===== src/rtl/riscv_lsu_if.sv =====
// rtl/riscv_lsu_if.sv - core request/response and data-memory signals of the load/store unit
interface riscv_lsu_if #(
  parameter int P_DATA_WIDTH      = 32,
  parameter int P_DMEM_ADDR_WIDTH = 8
);
  logic                         i_req_valid;
  logic                         i_req_we;
  logic [2:0]                   i_req_funct3;
  logic [31:0]                  i_req_addr;
  logic [P_DATA_WIDTH-1:0]      i_req_wdata;
  logic [4:0]                   i_req_rd;
  logic                         o_busy;
  logic                         o_rsp_valid;
  logic [P_DATA_WIDTH-1:0]      o_rsp_rdata;
  logic [4:0]                   o_rsp_rd;
  logic                         o_misaligned;
  logic                         o_timeout;
  logic                         o_dmem_req;
  logic                         o_dmem_we;
  logic [P_DATA_WIDTH/8-1:0]    o_dmem_be;
  logic [P_DMEM_ADDR_WIDTH-1:0] o_dmem_addr;
  logic [P_DATA_WIDTH-1:0]      o_dmem_wdata;
  logic                         i_dmem_ready;
  logic [P_DATA_WIDTH-1:0]      i_dmem_rdata;

  modport slave (
    input  i_req_valid, i_req_we, i_req_funct3, i_req_addr, i_req_wdata, i_req_rd,
    input  i_dmem_ready, i_dmem_rdata,
    output o_busy, o_rsp_valid, o_rsp_rdata, o_rsp_rd, o_misaligned, o_timeout,
    output o_dmem_req, o_dmem_we, o_dmem_be, o_dmem_addr, o_dmem_wdata
  );

  modport master (
    output i_req_valid, i_req_we, i_req_funct3, i_req_addr, i_req_wdata, i_req_rd,
    output i_dmem_ready, i_dmem_rdata,
    input  o_busy, o_rsp_valid, o_rsp_rdata, o_rsp_rd, o_misaligned, o_timeout,
    input  o_dmem_req, o_dmem_we, o_dmem_be, o_dmem_addr, o_dmem_wdata
  );
endinterface


===== src/rtl/riscv_lsu.sv =====
// rtl/riscv_lsu.sv - RV32 load/store unit with handshaked variable-latency data-memory port
module riscv_lsu #(
  parameter int P_DATA_WIDTH      = 32,
  parameter int P_DMEM_ADDR_WIDTH = 8,
  parameter int P_TIMEOUT         = 255
) (
  input logic        i_clk,
  input logic        i_rst_n,
  riscv_lsu_if.slave bus
);
  localparam int LP_CW = (P_TIMEOUT > 1) ? $clog2(P_TIMEOUT + 1) : 1;

  typedef enum logic {S_IDLE, S_REQ} state_e;

  state_e                       state_q, state_d;
  logic [LP_CW-1:0]             cnt_q, cnt_d;
  logic [2:0]                   funct3_q, funct3_d;
  logic [1:0]                   off_q, off_d;
  logic [4:0]                   rd_q, rd_d;
  logic                         dmem_req_q, dmem_req_d;
  logic                         dmem_we_q, dmem_we_d;
  logic [3:0]                   dmem_be_q, dmem_be_d;
  logic [P_DMEM_ADDR_WIDTH-1:0] dmem_addr_q, dmem_addr_d;
  logic [P_DATA_WIDTH-1:0]      dmem_wdata_q, dmem_wdata_d;
  logic                         rsp_valid_q, rsp_valid_d;
  logic [P_DATA_WIDTH-1:0]      rsp_rdata_q, rsp_rdata_d;
  logic [4:0]                   rsp_rd_q, rsp_rd_d;
  logic                         misaligned_q, misaligned_d;
  logic                         timeout_q, timeout_d;

  logic                         req_illegal;
  logic                         req_misal;
  logic [1:0]                   req_off;
  logic [3:0]                   req_be;
  logic [P_DATA_WIDTH-1:0]      req_wdata;
  logic                         unused_addr_hi;

  assign unused_addr_hi = ^bus.i_req_addr[31:P_DMEM_ADDR_WIDTH+2];

  // Lane select then extend; for word accesses the offset is always zero.
  function automatic logic [31:0] load_ext(input logic [2:0] f3, input logic [1:0] off,
                                           input logic [31:0] w);
    logic [31:0] sh;
    sh = w >> {off, 3'b000};
    case (f3)
      3'b000:  return {{24{sh[7]}}, sh[7:0]};
      3'b100:  return {24'b0, sh[7:0]};
      3'b001:  return {{16{sh[15]}}, sh[15:0]};
      3'b101:  return {16'b0, sh[15:0]};
      default: return sh;
    endcase
  endfunction

  always_comb begin
    req_off = bus.i_req_addr[1:0];
    if (bus.i_req_we) begin
      req_illegal = (bus.i_req_funct3 > 3'd2);
    end else begin
      req_illegal = (bus.i_req_funct3[1:0] == 2'b11) || (bus.i_req_funct3 == 3'b110);
    end
    req_misal = ((bus.i_req_funct3[1:0] == 2'b01) && req_off[0]) ||
                ((bus.i_req_funct3[1:0] == 2'b10) && (req_off != 2'b00));
    case (bus.i_req_funct3[1:0])
      2'b00: begin
        req_be    = 4'b0001 << req_off;
        req_wdata = {4{bus.i_req_wdata[7:0]}};
      end
      2'b01: begin
        req_be    = req_off[1] ? 4'b1100 : 4'b0011;
        req_wdata = {2{bus.i_req_wdata[15:0]}};
      end
      default: begin
        req_be    = 4'b1111;
        req_wdata = bus.i_req_wdata;
      end
    endcase
  end

  always_comb begin
    state_d      = state_q;
    cnt_d        = cnt_q;
    funct3_d     = funct3_q;
    off_d        = off_q;
    rd_d         = rd_q;
    dmem_req_d   = dmem_req_q;
    dmem_we_d    = dmem_we_q;
    dmem_be_d    = dmem_be_q;
    dmem_addr_d  = dmem_addr_q;
    dmem_wdata_d = dmem_wdata_q;
    rsp_valid_d  = 1'b0;
    rsp_rdata_d  = '0;
    rsp_rd_d     = 5'd0;
    misaligned_d = 1'b0;
    timeout_d    = 1'b0;
    case (state_q)
      S_IDLE: begin
        if (bus.i_req_valid) begin
          if (req_illegal || req_misal) begin
            rsp_valid_d  = 1'b1;
            misaligned_d = 1'b1;
          end else begin
            state_d      = S_REQ;
            cnt_d        = '0;
            funct3_d     = bus.i_req_funct3;
            off_d        = req_off;
            rd_d         = bus.i_req_rd;
            dmem_req_d   = 1'b1;
            dmem_we_d    = bus.i_req_we;
            dmem_be_d    = req_be;
            dmem_addr_d  = bus.i_req_addr[P_DMEM_ADDR_WIDTH+1:2];
            dmem_wdata_d = req_wdata;
          end
        end
      end
      S_REQ: begin
        // Ready is checked first so a completion in the last allowed cycle is not a timeout.
        if (bus.i_dmem_ready) begin
          state_d     = S_IDLE;
          dmem_req_d  = 1'b0;
          rsp_valid_d = 1'b1;
          if (!dmem_we_q) begin
            rsp_rdata_d = load_ext(funct3_q, off_q, bus.i_dmem_rdata);
            rsp_rd_d    = rd_q;
          end
        end else if ((P_TIMEOUT != 0) && (cnt_q == LP_CW'(P_TIMEOUT - 1))) begin
          state_d     = S_IDLE;
          dmem_req_d  = 1'b0;
          rsp_valid_d = 1'b1;
          timeout_d   = 1'b1;
        end else begin
          cnt_d = cnt_q + LP_CW'(1);
        end
      end
      default: state_d = S_IDLE;
    endcase
  end

  always_ff @(posedge i_clk) begin
    if (!i_rst_n) begin
      state_q      <= S_IDLE;
      cnt_q        <= '0;
      funct3_q     <= 3'd0;
      off_q        <= 2'd0;
      rd_q         <= 5'd0;
      dmem_req_q   <= 1'b0;
      dmem_we_q    <= 1'b0;
      dmem_be_q    <= 4'd0;
      dmem_addr_q  <= '0;
      dmem_wdata_q <= '0;
      rsp_valid_q  <= 1'b0;
      rsp_rdata_q  <= '0;
      rsp_rd_q     <= 5'd0;
      misaligned_q <= 1'b0;
      timeout_q    <= 1'b0;
    end else begin
      state_q      <= state_d;
      cnt_q        <= cnt_d;
      funct3_q     <= funct3_d;
      off_q        <= off_d;
      rd_q         <= rd_d;
      dmem_req_q   <= dmem_req_d;
      dmem_we_q    <= dmem_we_d;
      dmem_be_q    <= dmem_be_d;
      dmem_addr_q  <= dmem_addr_d;
      dmem_wdata_q <= dmem_wdata_d;
      rsp_valid_q  <= rsp_valid_d;
      rsp_rdata_q  <= rsp_rdata_d;
      rsp_rd_q     <= rsp_rd_d;
      misaligned_q <= misaligned_d;
      timeout_q    <= timeout_d;
    end
  end

  assign bus.o_busy       = (state_q == S_REQ);
  assign bus.o_rsp_valid  = rsp_valid_q;
  assign bus.o_rsp_rdata  = rsp_rdata_q;
  assign bus.o_rsp_rd     = rsp_rd_q;
  assign bus.o_misaligned = misaligned_q;
  assign bus.o_timeout    = timeout_q;
  assign bus.o_dmem_req   = dmem_req_q;
  assign bus.o_dmem_we    = dmem_we_q;
  assign bus.o_dmem_be    = dmem_be_q;
  assign bus.o_dmem_addr  = dmem_addr_q;
  assign bus.o_dmem_wdata = dmem_wdata_q;
endmodule


===== src/flat_wrapper.sv =====
// flat-port wrapper written by rule: the top's interface ports become plain ports
module riscv_lsu_flat 
#(
  parameter int P_DATA_WIDTH      = 32,
  parameter int P_DMEM_ADDR_WIDTH = 8,
  parameter int P_TIMEOUT         = 255
)
  (i_clk, i_rst_n, bus_i_req_valid, bus_i_req_we, bus_i_req_funct3, bus_i_req_addr, bus_i_req_wdata, bus_i_req_rd, bus_i_dmem_ready, bus_i_dmem_rdata, bus_o_busy, bus_o_rsp_valid, bus_o_rsp_rdata, bus_o_rsp_rd, bus_o_misaligned, bus_o_timeout, bus_o_dmem_req, bus_o_dmem_we, bus_o_dmem_be, bus_o_dmem_addr, bus_o_dmem_wdata);
  riscv_lsu_if #(.P_DATA_WIDTH(P_DATA_WIDTH), .P_DMEM_ADDR_WIDTH(P_DMEM_ADDR_WIDTH)) bus_i ();
  input logic i_clk;
  input logic i_rst_n;
  input wire logic [$bits(bus_i.i_req_valid)-1:0] bus_i_req_valid;
  input wire logic [$bits(bus_i.i_req_we)-1:0] bus_i_req_we;
  input wire logic [$bits(bus_i.i_req_funct3)-1:0] bus_i_req_funct3;
  input wire logic [$bits(bus_i.i_req_addr)-1:0] bus_i_req_addr;
  input wire logic [$bits(bus_i.i_req_wdata)-1:0] bus_i_req_wdata;
  input wire logic [$bits(bus_i.i_req_rd)-1:0] bus_i_req_rd;
  input wire logic [$bits(bus_i.i_dmem_ready)-1:0] bus_i_dmem_ready;
  input wire logic [$bits(bus_i.i_dmem_rdata)-1:0] bus_i_dmem_rdata;
  output wire logic [$bits(bus_i.o_busy)-1:0] bus_o_busy;
  output wire logic [$bits(bus_i.o_rsp_valid)-1:0] bus_o_rsp_valid;
  output wire logic [$bits(bus_i.o_rsp_rdata)-1:0] bus_o_rsp_rdata;
  output wire logic [$bits(bus_i.o_rsp_rd)-1:0] bus_o_rsp_rd;
  output wire logic [$bits(bus_i.o_misaligned)-1:0] bus_o_misaligned;
  output wire logic [$bits(bus_i.o_timeout)-1:0] bus_o_timeout;
  output wire logic [$bits(bus_i.o_dmem_req)-1:0] bus_o_dmem_req;
  output wire logic [$bits(bus_i.o_dmem_we)-1:0] bus_o_dmem_we;
  output wire logic [$bits(bus_i.o_dmem_be)-1:0] bus_o_dmem_be;
  output wire logic [$bits(bus_i.o_dmem_addr)-1:0] bus_o_dmem_addr;
  output wire logic [$bits(bus_i.o_dmem_wdata)-1:0] bus_o_dmem_wdata;
  assign bus_i.i_req_valid = bus_i_req_valid;
  assign bus_i.i_req_we = bus_i_req_we;
  assign bus_i.i_req_funct3 = bus_i_req_funct3;
  assign bus_i.i_req_addr = bus_i_req_addr;
  assign bus_i.i_req_wdata = bus_i_req_wdata;
  assign bus_i.i_req_rd = bus_i_req_rd;
  assign bus_i.i_dmem_ready = bus_i_dmem_ready;
  assign bus_i.i_dmem_rdata = bus_i_dmem_rdata;
  assign bus_o_busy = bus_i.o_busy;
  assign bus_o_rsp_valid = bus_i.o_rsp_valid;
  assign bus_o_rsp_rdata = bus_i.o_rsp_rdata;
  assign bus_o_rsp_rd = bus_i.o_rsp_rd;
  assign bus_o_misaligned = bus_i.o_misaligned;
  assign bus_o_timeout = bus_i.o_timeout;
  assign bus_o_dmem_req = bus_i.o_dmem_req;
  assign bus_o_dmem_we = bus_i.o_dmem_we;
  assign bus_o_dmem_be = bus_i.o_dmem_be;
  assign bus_o_dmem_addr = bus_i.o_dmem_addr;
  assign bus_o_dmem_wdata = bus_i.o_dmem_wdata;
  riscv_lsu #(.P_DATA_WIDTH(P_DATA_WIDTH), .P_DMEM_ADDR_WIDTH(P_DMEM_ADDR_WIDTH), .P_TIMEOUT(P_TIMEOUT)) u_core (.i_clk(i_clk), .i_rst_n(i_rst_n), .bus(bus_i));
endmodule

===== config.mk =====
export PLATFORM = sky130hd
export DESIGN_NAME = riscv_lsu_flat
export DESIGN_NICKNAME = d
export VERILOG_FILES = /design/src/rtl/riscv_lsu_if.sv /design/src/rtl/riscv_lsu.sv /design/src/flat_wrapper.sv
export SDC_FILE = /design/constraint.sdc
export NUM_CORES = 1
export LEC_CHECK = 0
export BUFFER_PORTS_ARGS = -buffer_cell sky130_fd_sc_hd__buf_2
export CORE_MARGIN = 4
export CORE_UTILIZATION = 40
export CTS_BUF_LIST = sky130_fd_sc_hd__clkbuf_16
export DETAILED_ROUTE_END_ITERATION = 12
export PLACE_DENSITY = 0.73
export SLEW_MARGIN = 20
export SYNTH_ARGS = -nofsm -noshare
export SYNTH_HDL_FRONTEND = slang
export SYNTH_SLANG_ARGS = --single-unit

===== constraint.sdc =====
create_clock -name i_clk -period 3.6 [get_ports i_clk]
set_clock_uncertainty 0.2 [all_clocks]
set_input_delay 0.36 -clock i_clk [delete_from_list [all_inputs] [get_ports i_clk]]
set_output_delay 0.36 -clock i_clk [all_outputs]
set_load 0.05 [all_outputs]

* After elaboration in Yosys (flattened, before gate mapping)
Index checks and enable logic that the tools add are counted.
Word-level totals: logic and storage cells 75, input port bits 109, output and inout bits 87, bits in registers 105
Cells by class: equal/unequal tests 13, add/sub/neg operators 1, bitwise operators 4, reduce and logical (&&, ||, !) cells 14, $lt $le $gt $ge 1, mux-type cells 25, shifts and indexed selects 2
Operator list (number):
- $pmux W32 S4 | 1
- $pmux W32 S2 | 1
- $mux W8 | 4
- $shr A32 B5 Y32 | 1
- $pmux W8 S2 | 1
- $mux W1 | 13
- $eq A3 B3 Y1 const B | 3
- $add A8 B1 Y8 const B | 1
- $eq A8 B8 Y1 const B | 1
- $ne A2 B2 Y1 const B | 4
- $pmux W4 S2 | 1
- $pmux W1 S2 | 3
- $reduce_and A3 Y1 | 2
- $eq A2 B2 Y1 const B | 2
- $mux W4 | 1
- $not A1 Y1 | 4
- $reduce_and A4 Y1 | 1
- $reduce_or A4 Y1 | 1
- $shl A1 B2 Y4 const A | 1
- $eq A3 B1 Y1 const B | 1
- $gt A3 B2 Y1 const B | 1
- $logic_not A3 Y1 | 1
- $logic_or A1 B1 Y1 | 3
- $ne A3 B3 Y1 const B | 1
- 6 further kinds | 7

* Logic depth before layout (Yosys ltp)
Gate-level depths: netlist (run 1).
word-level depth 7, gate-level depth with buffers 7, mapped depth without buffers 6

* Least setup slack after synthesis (run 1)
OpenSTA, ideal clock, no wires.
kind register to register, start point register u_core.state_q, in the netlist u_core.bus.o_busy, end point register u_core.dmem_we_q, in the netlist u_core.bus.o_dmem_we, data required time 3.330 ns, path buffers 3, library setup time 0.070 ns, arrival time 1.693 ns, stages on the path, launching flop included 8, setup slack 1.636 ns, period minus slack after synthesis 1.964 ns, cell sequence dfxtp_1 > clkbuf_1 > nor2b_1 > o21ai_1 > buf_2 > buf_2 > nand2_1 > a21oi_1
Between the ends: word-level cells in the longest chain between the ends 2
RTL lines:
- from (decl) | line riscv_lsu.sv:15 | state_e state_q, state_d;
- from (signal assigned) | line riscv_lsu.sv:156 | state_q <= state_d;
- $not A1 Y1 (no line)
- $reduce_and A3 Y1 (no line)
- to (signal assigned) | line riscv_lsu.sv:162 | dmem_we_q <= dmem_we_d;
- to (decl) | line riscv_lsu.sv:21 | logic dmem_we_q, dmem_we_d;
No other way between the ends. A chain may end at the register's enable or synchronous reset.

* Worst setup path after layout (run 1)
start point register u_core.off_q[1], end point register u_core.rsp_rdata_q[18], in the netlist u_core.bus.o_rsp_rdata[18]
Between the ends: word-level cells in the longest chain between the ends 2
RTL lines:
- from (decl) | line riscv_lsu.sv:18 | logic [1:0] off_q, off_d;
- from (signal assigned) | line riscv_lsu.sv:143 | off_q <= 2'd0;
- from (signal assigned) | line riscv_lsu.sv:159 | off_q <= off_d;
- $shr A32 B5 Y32 | line riscv_lsu.sv:44 | sh = w >> {off, 3'b000};
- $pmux W32 S4 | line riscv_lsu.sv:45 | case (f3)
- to (signal assigned) | line riscv_lsu.sv:167 | rsp_rdata_q <= rsp_rdata_d;
- to (decl) | line riscv_lsu.sv:26 | logic [P_DATA_WIDTH-1:0] rsp_rdata_q, rsp_rdata_d;
No other way between the ends.

==> flow_summary.toml, run 1 <==
[setup_path]
r2r_slack_ns = 1.47
crit_path_end_kind = "register"
reg2reg_to = "u_core.bus.o_rsp_rdata[18]"
cp_max_fo = 16
cp.required_ns = 3.61
crit_end = "u_core.bus.o_rsp_rdata[18]"
cp-start-kind = "register"
criticalPathCategory = "register to register"
r2r.worst_path.cells = 4
timing.rr.start = "u_core.off_q[1]"
arrival_ns = 2.14
worstSetupStartpoint = "u_core.off_q[1]"

[cells_and_area]
fillers = 1021
final_common_cell = "buf_2"
antenna_cells = 0
final_area_um2 = 5690
area_growth_pct = 26.9
finalNetCount = 782
drive_gt1_frac = 0.340
final_cell_mix = "173 x buf_2, 109 x nand2_1, 105 x dfxtp_1"

[drt]
firstDrtPassIters = 4
vias = 4233
routed_wl_um = 12600
drc = 0
via_per_inst = 5.19
drtIter0Drc = 265
ant_nets = 0
wl_per_cell_um = 15.5

[placed_design]
post-place-ws_ns = 1.11
dpl_cell_area_um2 = 5400
io_buffers = 173
gp_congestion = 0.805
post-dp-hpwl_um = 9260

[die]
ioPinCount = 196
core_um2 = 10900
die_w_um = 114
start_util = 0.412
die_area_um2 = 13000
fp.dieH_um = 114
fp-row-count = 38

[outcome]
status = "finished clean"

[logic_synthesis]
synth_seq_cells = 105
ys_types = 44
synthesis.nets = 632
ys.flop_type = "dfxtp_1"
syn_inst = 521
avgSynthCellArea_um2 = 8.61
yosysWarnings = 0
synth_seq_area_share = 0.469
async_reset_ff_frac = 0
synth_edf_count = 0
netlist_area_um2 = 4490

[sta]
worst_pin_slew_ns = 1.00
worst_slack_ns = 1.47
min_period_ns = 2.13
fin_hold_ws_ns = 0.0435
finalSetupViolations = 0
fmax_mhz = 470
rsz0062_at_grt = "false"
max-slew-margin-rel = 0.332
final-max-slew-violation-count = 0
tns_ns = 0
finalHoldViolations = 0
fin_crit_sh = 0.591

[min_path]
hold_class = "input port to register"

[power]
power_frac_seq = 0.463
p_sw_mw = 0.772
switching_share = 0.292
powerDensity_nw_per_um2 = 465
vdd_drop_max_mv = 0.249
comb_power_share = 0.166
leakage_nw = 2.44
p_int_mw = 1.88
clkPwrFrac = 0.371

[global_route]
antenna_found_initial = 0
grt_pass1_wl_um = 20100
grt_usage = 0.193
grt_pass1_vias = 4040
grt_max_degree = 58
grt-ovfl-total = 0

[cts]
cts_setup_buffers = 0
clock-sinks = 105
root_buffer = "clkbuf_16"
ctsResizeCount = 0
hold_buffers = 0
cts_buffer_depth = 2
insertion_delay_ns = 0.35
cts_buffers = 9
cts_tree = "done"
htreeDepth = 3
clk_pin_slew_ns = 0.07

[flow_run]
maxCapViolCount = 0
==> sequential cells by signal, summed over array words and instances (netlist names), 2 cells and up <==
| register | count |
|---|---|
| u_core.funct3_q | 3 |
| u_core.off_q | 2 |
| u_core.bus.o_dmem_be | 4 |
| u_core.cnt_q | 8 |
| u_core.bus.o_dmem_wdata | 32 |
| u_core.bus.o_rsp_rdata | 32 |
| u_core.rd_q | 5 |
| u_core.bus.o_rsp_rd | 5 |
| u_core.bus.o_dmem_addr | 8 |
==> cells in the mapped netlist, drive strengths merged, types with 7 or more instances <==
library cell | n | area share
nand2 | 109 | 0.091
a211oi | 16 | 0.027
mux2 | 10 | 0.025
and2 | 7 | 0.0098
mux2i | 32 | 0.071
clkbuf | 19 | 0.016
o21ai | 29 | 0.032
a311oi | 11 | 0.021
inv | 9 | 0.0075
dfxtp | 105 | 0.47
nor2 | 44 | 0.037
a21oi | 64 | 0.086
buf | 20 | 0.026
==> power groups by stage <==
| stage | clock network [mW] | registers (mW) | logic [mW] |
|---|---|---|---|
| after detailed placement | 0 | 1.25 | 0.441 |
| after global placement | 0 | 1.25 | 0.433 |
| after global routing | 1.06 | 1.23 | 0.474 |
| after floorplan | 0 | 1.37 | 0.187 |
| after CTS | 1.01 | 1.23 | 0.442 |
| final | 0.983 | 1.23 | 0.440 |
==> worst min path at each step <==
stage,from,endpoint,slack (ns),depth (start not counted)
3_3_place_gp,u_core.rd_q[2],u_core.bus.o_rsp_rd[2],0.22,2
5_1_grt,bus_i_req_addr[5],u_core.bus.o_dmem_addr[3],0.04,3
3_5_place_dp,u_core.rd_q[3],u_core.bus.o_rsp_rd[3],0.22,2
6_report,bus_i_req_addr[5],u_core.bus.o_dmem_addr[3],0.04,3
4_1_cts,bus_i_req_addr[5],u_core.bus.o_dmem_addr[3],0.03,3
2_1_floorplan,u_core.rd_q[0],u_core.bus.o_rsp_rd[0],0.21,2
==> critical path: stages (launching register included) <==
cell	delay (ns)
dfxtp_1	0.68
inv_1	0.40
nor3_1	0.33
a211o_4	0.28
a21oi_1	0.10
==> layout make-up <==
type	instances	area, um2	area share
Clock inverter	7	71.3	0.0125
Inverter	9	33.8	0.00594
Tap cell	140	175	0.0308
Multi-Input combinational cell	368	2170	0.381
Clock buffer	9	225	0.0396
Timing Repair Buffer	178	916	0.161
Sequential cell	105	2100	0.369
==> per-stage QoR <==
stage | util | cells | power [mW]
2_1_floorplan | - | 521 | 1.56
3_3_place_gp | 0.496 | 800 | 1.68
3_5_place_dp | 0.496 | 800 | 1.69
4_1_cts | 0.523 | 816 | 2.68
5_1_grt | 0.523 | 816 | 2.76
6_report | 0.523 | 816 | 2.65
==> layer usage <==
metal / wire length, um / vias up / global-route usage
li1: - / 2095 / -
met1: 5060 / 1961 / 0.220
met2: 6020 / 159 / 0.329
met3: 1320 / 18 / 0.0695
met4: 252 / 0 / 0.0768
met5: 0 / - / 0
==> kinds of logic (layout without fill, tap and decap cells) <==
kind of cell,after synthesis,in the layout,synth area share
multiplexers,42,42,0.0965
buffers and inverters,48,203,0.0491
adder cells (fa/ha/maj),2,2,0.00558
AO/OA/AOI/OAI,132,132,0.192
XOR/XNOR,2,2,0.00391
AND/OR/NAND/NOR,190,190,0.184
flip-flops,105,105,0.469
Note: power is estimated with default switching activity, not from simulation.
==> inputs of run 2 (changes only) <==
--- a/config.mk
+++ b/config.mk
@@ -10,7 +10,7 @@
 export CORE_UTILIZATION = 40
 export CTS_BUF_LIST = sky130_fd_sc_hd__clkbuf_16
 export DETAILED_ROUTE_END_ITERATION = 12
-export PLACE_DENSITY = 0.73
+export PLACE_DENSITY = 0.76
 export SLEW_MARGIN = 20
 export SYNTH_ARGS = -nofsm -noshare
 export SYNTH_HDL_FRONTEND = slang
==> constraint.sdc (replaced) <==
create_clock -name i_clk -period 1.9 [get_ports i_clk]
set_clock_uncertainty 0.2 [all_clocks]
set_input_delay 0.19 -clock i_clk [delete_from_list [all_inputs] [get_ports i_clk]]
set_output_delay 0.19 -clock i_clk [all_outputs]
set_load 0.05 [all_outputs]
==> flow_summary.toml, run 2 (same netlist as run 1, synthesis figures left out) <==
[setup_path]
cp.required_ns = 1.97
cp_max_fo = 6
crit_path_end_kind = "register"
r2r_slack_ns = 0.11
timing.rr.start = "u_core.cnt_q[0]"
r2r.worst_path.cells = 6
arrival_ns = 1.86
criticalPathCategory = "register to register"
cp-start-kind = "register"
reg2reg_to = "u_core.cnt_q[5]"

[drt]
vias = 4596
drc = 0
via_per_inst = 5.18
drtIter0Drc = 259
firstDrtPassIters = 4
wl_per_cell_um = 16.1
ant_nets = 0
routed_wl_um = 14300

[die]
fp.dieH_um = 114
core_um2 = 10900
die_w_um = 114
start_util = 0.412
die_area_um2 = 13000
fp-row-count = 38
ioPinCount = 196

[cells_and_area]
final_util = 0.590
drive_gt1_frac = 0.332
final_cell_mix = "173 x buf_2, 109 x nand2_1, 103 x dfxtp_1"
finalNetCount = 852
final_common_cell = "buf_2"
area_growth_pct = 43.2

[global_route]
antenna_found_initial = 1
grt_max_degree = 58
grt_pass1_wl_um = 22500
grt-ovfl-total = 0
grt_usage = 0.216
grt_pass1_vias = 4621

[flow_run]
maxCapViolCount = 0

[sta]
final-max-slew-violation-count = 0
tns_ns = 0
finalHoldViolations = 0
fmax_mhz = 559
min_period_ns = 1.79
fin_hold_ws_ns = 0.0123
rsz0062_at_grt = "true"
finalSetupViolations = 0
worst_slack_ns = 0.111
worst_pin_slew_ns = 0.581
max-slew-margin-rel = 0.612
fin_crit_sh = 0.942

[cts]
clock-sinks = 105
htreeDepth = 3
clk_pin_slew_ns = 0.08
cts_buffer_depth = 2
insertion_delay_ns = 0.35
root_buffer = "clkbuf_16"
cts_tree = "done"
cts_buffers = 9

[power]
finalPower_mw = 5.23
powerDensity_nw_per_um2 = 815
leakage_nw = 2.77
vdd_drop_max_mv = 0.607

[min_path]
holdPathEnd = "u_core.bus.o_dmem_wdata[25]"
hold_class = "input port to register"
min_from = "bus_i_req_wdata[25]"
whs_path_depth = 5

[placed_design]
io_buffers = 173
post-dp-hpwl_um = 9930
gp_congestion = 0.840
post-place-ws_ns = 0.0515

[outcome]
status = "finished clean"
run 2: cell count changes in the layout (fill, tap and decap cells not counted), moves of 2 or more:
cell           before  now
buf_12              1    3
dfxtp_2             0    2
dfxtp_1           105  103
buf_4               4   14
dlygate4sd3_1       0   57
inv_8               0    2
run 2: power by group:
group          switching (mW)  leakage (nW)  internal, mW  total (mW)
combinational           0.614          1.76         0.355       0.969
clock                   0.892         0.150          1.05        1.94
sequential             0.0440         0.853          2.28        2.32
run 2: worst max path at each step:
| stage | start | end | slack [ns] | depth (start not counted) |
|---|---|---|---|---|
| after floorplan | u_core.bus.o_busy | u_core.bus.o_dmem_we | 0.09 | 7 |
| after global placement | u_core.off_q[0] | u_core.bus.o_rsp_rdata[15] | 0.12 | 4 |
| after detailed placement | u_core.off_q[0] | u_core.bus.o_rsp_rdata[12] | 0.05 | 4 |
| after CTS | u_core.off_q[0] | u_core.bus.o_rsp_rdata[9] | 0.02 | 4 |
| after global routing | u_core.cnt_q[2] | u_core.bus.o_timeout | -0.007 | 3 |
| final | u_core.cnt_q[0] | u_core.cnt_q[5] | 0.11 | 6 |
run 2: worst max-delay path, cell delays in order, from the launching register on:
cell      delay (ns)
dfxtp_1         0.33
inv_1           0.06
ha_1            0.22
nand3_1         0.17
o21bai_2        0.12
or4_1           0.48
a21oi_1         0.15
run 2: cell type report:
| type | count | area [um2] |
|---|---|---|
| Antenna cell | 1 | 2.50 |
| Fill cell | 957 | 4470 |
| Multi-Input combinational cell | 368 | 2180 |
| Sequential cell | 105 | 2100 |
| Inverter | 9 | 33.8 |
| Clock inverter | 7 | 86.3 |
| Tap cell | 140 | 175 |
| Timing Repair Buffer | 248 | 1610 |
| Clock buffer | 9 | 225 |
run 2: layer usage:
layer | track usage | wire length [um] | part of all wire | up-vias
met5 | 0 | 13 | 0.00091 | -
met4 | 0.0855 | 437 | 0.031 | 2
met3 | 0.0658 | 1320 | 0.092 | 38
met2 | 0.386 | 7070 | 0.49 | 206
met1 | 0.240 | 5480 | 0.38 | 2117
li1 | - | - | - | 2233
run 2: metrics by stage:
step                instance area [um2]  cells
floorplan                          4490    521
global placement                   5510    812
global route                       6420    886
finish                             6420    887
CTS                                6390    885
detailed placement                 5510    812
run 2: what timing repair did:
action,CTS,global route
setup endpoints to repair,0,15
hold buffers,57,0
hold endpoints to repair,59,0
buffers inserted,0,1
gates resized for setup,0,6
==> inputs of run 3 (changes only) <==
--- a/config.mk
+++ b/config.mk
@@ -6,11 +6,13 @@
 export NUM_CORES = 1
 export LEC_CHECK = 0
 export BUFFER_PORTS_ARGS = -buffer_cell sky130_fd_sc_hd__buf_2
+export CORE_ASPECT_RATIO = 0.8
 export CORE_MARGIN = 4
 export CORE_UTILIZATION = 40
 export CTS_BUF_LIST = sky130_fd_sc_hd__clkbuf_16
 export DETAILED_ROUTE_END_ITERATION = 12
 export PLACE_DENSITY = 0.76
+export REMOVE_ABC_BUFFERS = 1
 export SLEW_MARGIN = 20
 export SYNTH_ARGS = -nofsm -noshare
 export SYNTH_HDL_FRONTEND = slang
==> flow_summary.toml, run 3 (same netlist as run 1, synthesis figures left out) <==
[setup_path]
cp-start-kind = "register"
cp.required_ns = 1.92
cp_max_fo = 8
worstSetupStartpoint = "u_core.off_q[0]"
arrival_ns = 1.85
timing.rr.start = "u_core.off_q[0]"
criticalPathCategory = "register to register"
crit_path_end_kind = "register"

[sta]
final-max-slew-violation-count = 0
fin_crit_sh = 0.963
max-slew-margin-rel = 0.614
fin_hold_ws_ns = 0.0109
finalSetupViolations = 0
fmax_mhz = 546
worst_pin_slew_ns = 0.577
min_period_ns = 1.83
finalHoldViolations = 0
rsz0062_at_grt = "false"
worst_slack_ns = 0.0701

[power]
vdd_drop_max_mv = 0.533
finalPower_mw = 5.09
leakage_nw = 2.75
powerDensity_nw_per_um2 = 798

[die]
fp-row-count = 34
core_um2 = 10900
die_w_um = 126
fp.dieH_um = 103
start_util = 0.410
die_area_um2 = 13000
ioPinCount = 196

[cts]
insertion_delay_ns = 0.33
clock-sinks = 105
cts_buffers = 9
cts_tree = "done"
cts_buffer_depth = 2
htreeDepth = 3
cts_setup_buffers = 0
clk_pin_slew_ns = 0.07
root_buffer = "clkbuf_16"

[placed_design]
gp_congestion = 0.826
post-place-ws_ns = -0.0394
io_buffers = 173
post-dp-hpwl_um = 9070
dpl_cell_area_um2 = 5540

[min_path]
hold_class = "input port to register"
min_from = "bus_i_dmem_rdata[6]"

[cells_and_area]
antenna_cells = 0
fillers = 939
final_util = 0.583
finalNetCount = 847
final_common_cell = "buf_2"
area_growth_pct = 42.1
final_cell_mix = "173 x buf_2, 109 x nand2_1, 104 x dfxtp_1"
final_area_um2 = 6370
drive_gt1_frac = 0.332

[drt]
ant_nets = 0
wl_per_cell_um = 15.3
firstDrtPassIters = 7
drtIter0Drc = 241
drc = 0
vias = 4494
via_per_inst = 5.08
routed_wl_um = 13500

[flow_run]
maxCapViolCount = 0

[global_route]
grt_pass1_vias = 4490
grt-ovfl-total = 0
grt_pass1_wl_um = 21300
antenna_found_initial = 0
grt_usage = 0.199
grt_max_degree = 52

[outcome]
status = "finished clean"
==> run 3: cell count changes in the layout (fill, tap and decap cells not counted), sizes merged <==
cell / previous run / this run
dlygate4sd3: 57 / 52
diode: 1 / 0
a211o: 1 / 2
inv: 11 / 10
clkinvlp: 1 / 2
buf: 191 / 190
==> run 3: worst paths after layout <==
kind	endpoint	slack, ns	depth (start not counted)
worst min register to register	u_core.bus.o_rsp_rd[3]	0.23	2
worst max register to register	u_core.bus.o_rsp_rdata[27]	0.07	4
worst max-delay path	u_core.bus.o_rsp_rdata[27]	0.07	4
worst min-delay path	u_core.bus.o_rsp_rdata[6]	0.01	3
==> run 3: timing repair <==
action / CTS / global route
hold endpoints to repair: 54 / 0
setup endpoints to repair: 0 / 23
hold buffers: 52 / 0
resized for setup: 0 / 5
==> run 3: power breakdown <==
group	leakage, nW	internal [mW]	switching (mW)
Clock	0.140	1.01	0.789
Combinational	1.75	0.354	0.614
Sequential	0.853	2.28	0.0430
Total	2.75	3.64	1.45
==> run 3: per-stage QoR <==
step | cells | setup TNS [ns]
2_1_floorplan | 482 | -74.28
3_3_place_gp | 816 | 0
3_5_place_dp | 816 | -0.0986
4_1_cts | 884 | 0
5_1_grt | 885 | 0
6_report | 885 | 0
==> run 3: worst max-delay path, stage by stage (launching register included) <==
cell	delay [ns]
dfxtp_2	0.42
mux2_2	0.38
mux2i_1	0.27
a211o_2	0.36
a21oi_2	0.09
==> run 3: layout make-up <==
| class | count | area [um2] | share of cell area |
|---|---|---|---|
| Timing Repair Buffer | 242 | 1570 | 0.246 |
| Sequential cell | 105 | 2100 | 0.330 |
| Clock inverter | 7 | 62.6 | 0.00982 |
| Multi-Input combinational cell | 369 | 2200 | 0.345 |
| Tap cell | 144 | 180 | 0.0283 |
| Clock buffer | 9 | 225 | 0.0353 |
| Inverter | 9 | 33.8 | 0.00530 |
==> run 3: metal layers <==
layer,share of wire,GRT usage,up-vias
li1,-,-,2226
met1,0.42,0.242,2103
met2,0.50,0.350,138
met3,0.058,0.0513,27
met4,0.019,0.0643,0
met5,0,0,-
